$ cat config.mk
export PLATFORM = sky130hd
export DESIGN_NAME = jogador_automatico
export DESIGN_NICKNAME = d
export VERILOG_FILES = /design/src/rtl/jogador_automatico.sv
export SDC_FILE = /design/constraint.sdc
export NUM_CORES = 1
export LEC_CHECK = 0
export CORE_MARGIN = 2
export CORE_UTILIZATION = 30
export CTS_CLUSTER_DIAMETER = 40
export DETAILED_ROUTE_END_ITERATION = 7
export PLACE_DENSITY = 0.51
export SLEW_MARGIN = 30
export SYNTH_ARGS = -nofsm -noshare
export SYNTH_HDL_FRONTEND = slang
export SYNTH_SLANG_ARGS = --single-unit
$ cat constraint.sdc
create_clock -name clock -period 2.8 [get_ports clock]
set_clock_uncertainty 0.15 [all_clocks]
set_input_delay 0.56 -clock clock [delete_from_list [all_inputs] [get_ports clock]]
set_output_delay 0.56 -clock clock [all_outputs]
set_load 0.05 [all_outputs]
$ cat src/rtl/jogador_automatico.sv
// Automatic player: latches four image indices and presses the matching buttons in order.
// Optional JOGADOR_ERRO_EN adds injetar_erro, which corrupts the position-3 press by +1.
module jogador_automatico #(
  parameter int T_PRESS = 4,
  parameter int T_GAP   = 4
) (
  input  logic       clock,
  input  logic       reset,
  input  logic       iniciar_auto,
  input  logic [7:0] indices,
  input  logic       indice_valido,
  input  logic       pronto,
`ifdef JOGADOR_ERRO_EN
  input  logic       injetar_erro,
`endif
  output logic [3:0] botoes,
  output logic       ativo,
  output logic       fim,
  output logic [3:0] n_jogadas,
  output logic [3:0] db_estado
);

  typedef enum logic [3:0] {
    INICIAL    = 4'd0,
    ESPERA_IDX = 4'd1,
    CARREGA    = 4'd2,
    PRESSIONA  = 4'd3,
    SOLTA      = 4'd4,
    PROXIMO    = 4'd5,
    FIM        = 4'd6
  } estado_t;

  localparam logic [15:0] TP_MAX = 16'(T_PRESS - 1);
  localparam logic [15:0] TG_MAX = 16'(T_GAP - 1);

  estado_t     estado_q, estado_d;
  logic [1:0]  pos_q, pos_d;
  logic [15:0] timer_q, timer_d;
  logic [7:0]  idx_q, idx_d;
  logic [3:0]  njog_q, njog_d;
  logic [3:0]  botoes_q, botoes_d;
  logic        ativo_q, ativo_d;
  logic        fim_q, fim_d;
  logic [1:0]  sel;
`ifdef JOGADOR_ERRO_EN
  logic        erro_q, erro_d;
`endif

  always_comb begin
    estado_d = estado_q;
    pos_d    = pos_q;
    idx_d    = idx_q;
    njog_d   = njog_q;
`ifdef JOGADOR_ERRO_EN
    erro_d   = erro_q;
`endif
    // pronto aborts everything outside INICIAL, including a press in progress
    if (pronto && estado_q != INICIAL) begin
      estado_d = FIM;
    end else begin
      case (estado_q)
        INICIAL:    if (iniciar_auto) begin
                      estado_d = ESPERA_IDX;
                      njog_d   = 4'd0;
                    end
        ESPERA_IDX: if (indice_valido) begin
                      estado_d = CARREGA;
                      idx_d    = indices;
`ifdef JOGADOR_ERRO_EN
                      erro_d   = injetar_erro;
`endif
                    end
        CARREGA:    begin
                      pos_d    = 2'd0;
                      estado_d = PRESSIONA;
                    end
        PRESSIONA:  if (timer_q == TP_MAX) estado_d = SOLTA;
        SOLTA:      if (timer_q == TG_MAX) estado_d = PROXIMO;
        PROXIMO:    if (pos_q == 2'd3) estado_d = ESPERA_IDX;
                    else begin
                      pos_d    = pos_q + 2'd1;
                      estado_d = PRESSIONA;
                    end
        FIM:        if (!iniciar_auto && !pronto) estado_d = INICIAL;
        default:    estado_d = INICIAL;
      endcase
    end

    if (estado_d == PRESSIONA && estado_q != PRESSIONA && njog_q != 4'd15)
      njog_d = njog_q + 4'd1;

    // timer only runs while dwelling in a timed state
    if (estado_d == estado_q && (estado_q == PRESSIONA || estado_q == SOLTA))
      timer_d = timer_q + 16'd1;
    else
      timer_d = 16'd0;

    sel = idx_d[{pos_d, 1'b0} +: 2];
`ifdef JOGADOR_ERRO_EN
    if (erro_d && pos_d == 2'd3) sel = sel + 2'd1;
`endif
    botoes_d = (estado_d == PRESSIONA) ? (4'b0001 << sel) : 4'b0000;
    ativo_d  = (estado_d != INICIAL) && (estado_d != FIM);
    fim_d    = (estado_d == FIM);
  end

  always_ff @(posedge clock) begin
    if (reset) begin
      estado_q <= INICIAL;
      pos_q    <= 2'd0;
      timer_q  <= 16'd0;
      idx_q    <= 8'd0;
      njog_q   <= 4'd0;
      botoes_q <= 4'd0;
      ativo_q  <= 1'b0;
      fim_q    <= 1'b0;
`ifdef JOGADOR_ERRO_EN
      erro_q   <= 1'b0;
`endif
    end else begin
      estado_q <= estado_d;
      pos_q    <= pos_d;
      timer_q  <= timer_d;
      idx_q    <= idx_d;
      njog_q   <= njog_d;
      botoes_q <= botoes_d;
      ativo_q  <= ativo_d;
      fim_q    <= fim_d;
`ifdef JOGADOR_ERRO_EN
      erro_q   <= erro_d;
`endif
    end
  end

  assign botoes    = botoes_q;
  assign ativo     = ativo_q;
  assign fim       = fim_q;
  assign n_jogadas = njog_q;
  assign db_estado = estado_q;

endmodule

After elaboration in Yosys (flattened, before gate mapping) --
Cells that the tools add are included.
Cells by class: multiplexer cells 18, $add $sub $neg 3, reductions and logical operators 17, bitwise operators 2, shift-type cells 2, eq/ne operators 15
Operators with widths (number):
- $mux W4 | 10
- $pmux W4 S7 | 1
- $mux W8 | 3
- $add A16 B1 Y16 const B | 1
- $eq A16 B2 Y1 const B | 1
- $eq A4 B3 Y1 const B | 4
- $eq A4 B2 Y1 const B | 3
- $reduce_bool A4 Y1 | 2
- $shiftx A8 B4 Y2 | 1
- $logic_and A1 B1 Y1 | 6
- $mux W2 | 3
- $add A4 B1 Y4 const B | 1
- $eq A4 B1 Y1 const B | 1
- $eq A4 B4 Y1 | 1
- $logic_not A4 Y1 | 1
- $ne A4 B2 Y1 const B | 1
- $ne A4 B3 Y1 const B | 1
- $ne A4 B4 Y1 const B | 1
- $pmux W2 S2 | 1
- $reduce_bool A2 Y1 | 2
- $reduce_or A2 Y1 | 2
- $shl A1 B2 Y4 const A | 1
- $reduce_and A3 Y1 | 1
- $add A2 B1 Y2 const B | 1
- 5 further kinds | 7
Storage, ports and cells: output and inout port bits 14, word-level logic and storage cells 65, input port bits 13, flip-flop bits (word level) 40

Logic depth before layout (Yosys ltp) --
depth after elaboration 10, gate-level depth with buffers 8, gate-level depth less buffers 7

Least setup slack after synthesis --
Ideal clock, no wire load.
kind register to register, start point register estado_q[0] (netlist: db_estado[0]), end point register botoes_q[0] (netlist: botoes[0]), arrival time 2339 ps, period minus slack after synthesis 2548 ps, cell stages (with the launch flop) 6, data required time 2591 ps, setup time 59 ps, buffers on the path 0, setup slack 252 ps, path through dfxtp_1 nand3b_1 nor2_4 mux4_2 or4b_1 nand2_1
Between the ends: longest elaborated chain between the ends 6, elaborated cells between the ends (all ways) 25, classes of those cells eq/ne (7); shift (2); mux (11); bitwise (1); reduce/logical (4)
Ends and longest elaborated chain:
- start, declared | line 36 | estado_t estado_q, estado_d;
- start signal, assigned | line 121 | estado_q <= estado_d;
- branches (longest 6 deep; another with $shiftx A8 B4 Y2)
- end signal, assigned | line 126 | botoes_q <= botoes_d;
- end, declared | line 41 | logic [3:0] botoes_q, botoes_d;
Parallel ways; which one is timed is not known. A chain may end at the register's enable or synchronous reset.

Worst setup path in the final report --
start point register estado_q[0] (netlist: db_estado[0]), end point output port db_estado[0]
RTL lines:
- end, declared | line 20 | output logic [3:0] db_estado
No word-level cell between the ends.

==> qor.tcl <==
set qor(vias) 1766
set qor(fp.dieW_microns) 85.9
set qor(area_used_by_multi_input_combinational_logic_sq_um) 1160
set qor(routed_wirelength_microns) 4380
set qor(site_row_count) 29
set qor(synth_cells) 234
set qor(cts_setup_buffers) 0
set qor(floorplan.die.height_microns) 85.9
set qor(setup_viol) 0
set qor(relSlewSlack_pct) 60.8
set qor(flow.area_growth_from_synthesis_pct) 28.3
set qor(place_hpwl_microns) 3270
set qor(peak_vdd_ir_v) 0.000294
set qor(min-delay-path-class) {flop to flop}
set qor(place_congestion) 0.740
set qor(initial_core_util_pct) 31.3
set qor(average_wire_per_standard_cell_microns) 12.3
set qor(cts_max_path_buffers) 2
set qor(drc_errors) 0
set qor(synthDistinctLibCells) 54
set qor(cts.sink_count) 40
set qor(unrepaired_setup_endpoints_after_global_routing) {false}
set qor(io-pin-count) 27
set qor(max_freq_mhz) 382
set qor(grt_antenna_before_repair) 0
set qor(crit_path_end_kind) {output pin}
set qor(critPathTopFamily) {buffers and inverters}
set qor(die_area_sq_um) 7380
set qor(cts_inserted_buffers) 5
set qor(cell_area_after_technology_mapping_sq_um) 2010
set qor(post_cts_resized) 0
set qor(overflow) 0
set qor(final_layout_size_suffix_gt1_share_pct) 14.0
set qor(tritoncts) {done}
set qor(numPortBuffers) 26
set qor(nFillCells) 651
set qor(max_stage_delay_ns) 0.81
set qor(finalMaxSlewViolations) 0
set qor(timing.max_cap.violations) 0
set qor(grt_first_pass_wirelength_microns) 7290
set qor(totalNegativeSetupSlack_ns) 0
set qor(finalHoldViolations) 0
set qor(clk-insertion-delay-late_ns) 0.29
set qor(drt-initial-drc-count) 106
set qor(first_global_vias) 1521
set qor(pin_count_of_the_biggest_net_entering_global_routing) 17
set qor(worst_slew_pin_tran_ns) 0.583
set qor(worst-endpoint-arrival_ns) 1.91
set qor(cp_num_buf_inv) 2
set qor(clockRootBuffer) {sky130_fd_sc_hd__clkbuf_8}
set qor(synth-async-reset-ratio_pct) 0
set qor(required_ns) 2.09
set qor(cellLeakagePower_nw) 0.865
set qor(timing.final.crit_share_pct) 93.5
set qor(timing.final.crit_period_ns) 2.62
set qor(yosysSeqAreaShare_pct) 39.8
set qor(yosys_most_used_dff) {sky130_fd_sc_hd__dfxtp_1}
set qor(synth-warning-count) 0
set qor(slowest_stage) {sky130_fd_sc_hd__clkdlybuf4s50_1}
set qor(post_synth.cell_area_avg_sq_um) 8.60
set qor(antenna_violating_nets_post_route) 0
set qor(fin_hold_ws_ns) 0.305
set qor(timing.critical_path.cells) {buf_4 -> clkdlybuf4s50_1}
set qor(seq_area_sq_um) 801
set qor(clkTransAtPathRegs_ns) 0.08
set qor(classification_of_the_worst_setup_path) {flop to output pin}
set qor(global_route.usage.total_pct) 12.3
set qor(insertedDiodeCount) 0
set qor(number_of_optimization_iterations_in_the_first_detailed_route_pass) 6
set qor(synth_fp_nets) 249
set qor(outcome) {finished, final reports clean}
set qor(route.detailed.vias_per_inst) 4.97
set qor(cts-htree-levels) 2
set qor(ctsHoldBuffers) 0
set qor(synth_enable_flop_cells) 0
set qor(core_area_sq_um) 6420
set qor(timing.critical_path.fanout_max) 12
set qor(critPathLaunchType) {flop}
set qor(nets) 292
set qor(power_density_nw_per_um2) 471
set qor(yosys_register_bits) 40
registers in the layout, summed over array words and instances (netlist names):
signal,count
db_estado,4
timer_q,16
fim,1
ativo,1
pos_q,2
n_jogadas,4
botoes,4
idx_q,8
stage by stage:
step / util (%) / worst slack [ns] / total power, mW / cell area (sq um) / instances
2_1_floorplan: - / 0.252 / 0.691 / 2010 / 234
3_3_place_gp: 38.5 / -0.0323 / 0.755 / 2470 / 347
3_5_place_dp: 38.5 / -0.0576 / 0.753 / 2470 / 347
4_1_cts: 40.2 / 0.173 / 1.24 / 2580 / 355
5_1_grt: 40.2 / 0.102 / 1.27 / 2580 / 355
6_report: 40.2 / 0.181 / 1.22 / 2580 / 355
kinds of logic (layout without fill, tap and decap cells):
family	after synthesis	in the layout	synth area share (%)
AOI/OAI and AO/OA	46	46	15.6
DFF	40	40	39.8
adders and majority gates	2	2	1.24
muxes	3	3	3.36
and+or+nand+nor	116	116	30.6
xor gates and xnor gates	15	15	6.53
other	1	1	0.186
buffers and inverters	11	55	2.67
power breakdown:
| group | total [mW] | switching, mW | internal [mW] |
|---|---|---|---|
| clock | 0.476 | 0.212 | 0.264 |
| sequential | 0.592 | 0.0152 | 0.577 |
| combinational | 0.148 | 0.0823 | 0.0661 |
Yosys cell counts, drive strengths merged, types with 4 or more instances:
cell / count / area, sq um
xor2: 10 / 87.6
nor3: 5 / 25.0
o21ai: 5 / 28.8
a21o: 4 / 30.0
xnor2: 5 / 43.8
nand3b: 5 / 37.5
dfxtp: 40 / 801
nand2b: 5 / 31.3
a21oi: 19 / 103
buf: 5 / 31.3
inv: 4 / 15.0
nand3: 19 / 95.1
nand2: 21 / 78.8
nor2: 35 / 144
cells in the final DEF, fill, tap and decap left out, drive strengths merged, types with 3 or more instances in the layout:
cell type      instances
a21o                   4
a21oi                 19
buf                   17
clkbuf                 5
clkdlybuf4s50         26
dfxtp                 40
inv                    4
mux4                   3
nand2                 21
nand2b                 5
nand3                 19
nand3b                 5
nand4                  3
nor2                  35
nor3                   5
nor3b                  3
o21ai                  5
xnor2                  5
xor2                  10
path summary, 6_finish.rpt:
check / slack (ns) / cells past startpoint / endpoint / from
worst max-delay path: 0.18 / 2 / db_estado[0] / db_estado[0]
worst min-delay path: 0.30 / 2 / idx_q[0] / idx_q[0]
worst max register to register: 0.34 / 6 / botoes[0] / db_estado[1]
worst min register to register: 0.30 / 2 / idx_q[0] / idx_q[0]
layer usage:
| layer | track usage [%] | vias to the layer above | wire length, microns |
|---|---|---|---|
| met5 | 0 | - | 0 |
| met2 | 15.9 | 38 | 1710 |
| met3 | 2.41 | 5 | 177 |
| met4 | 6.06 | 0 | 78 |
| li1 | - | 923 | - |
| met1 | 19.2 | 800 | 2410 |
layout make-up:
| cell class | count | area share, % |
|---|---|---|
| inverter | 4 | 0.582 |
| multi-input combinational | 183 | 44.8 |
| tap | 77 | 3.73 |
| clock buffer | 5 | 2.67 |
| clock inverter | 3 | 1.65 |
| timing repair buffer | 43 | 15.5 |
| sequential | 40 | 31.0 |
tightest hold or removal path, delay by kind of cell (launching register included):
family          cells  cell delay [ns]
flops               1             0.31
compound gates      1             0.05
simple gates        1             0.05
(Power assumes the default switching activity.)
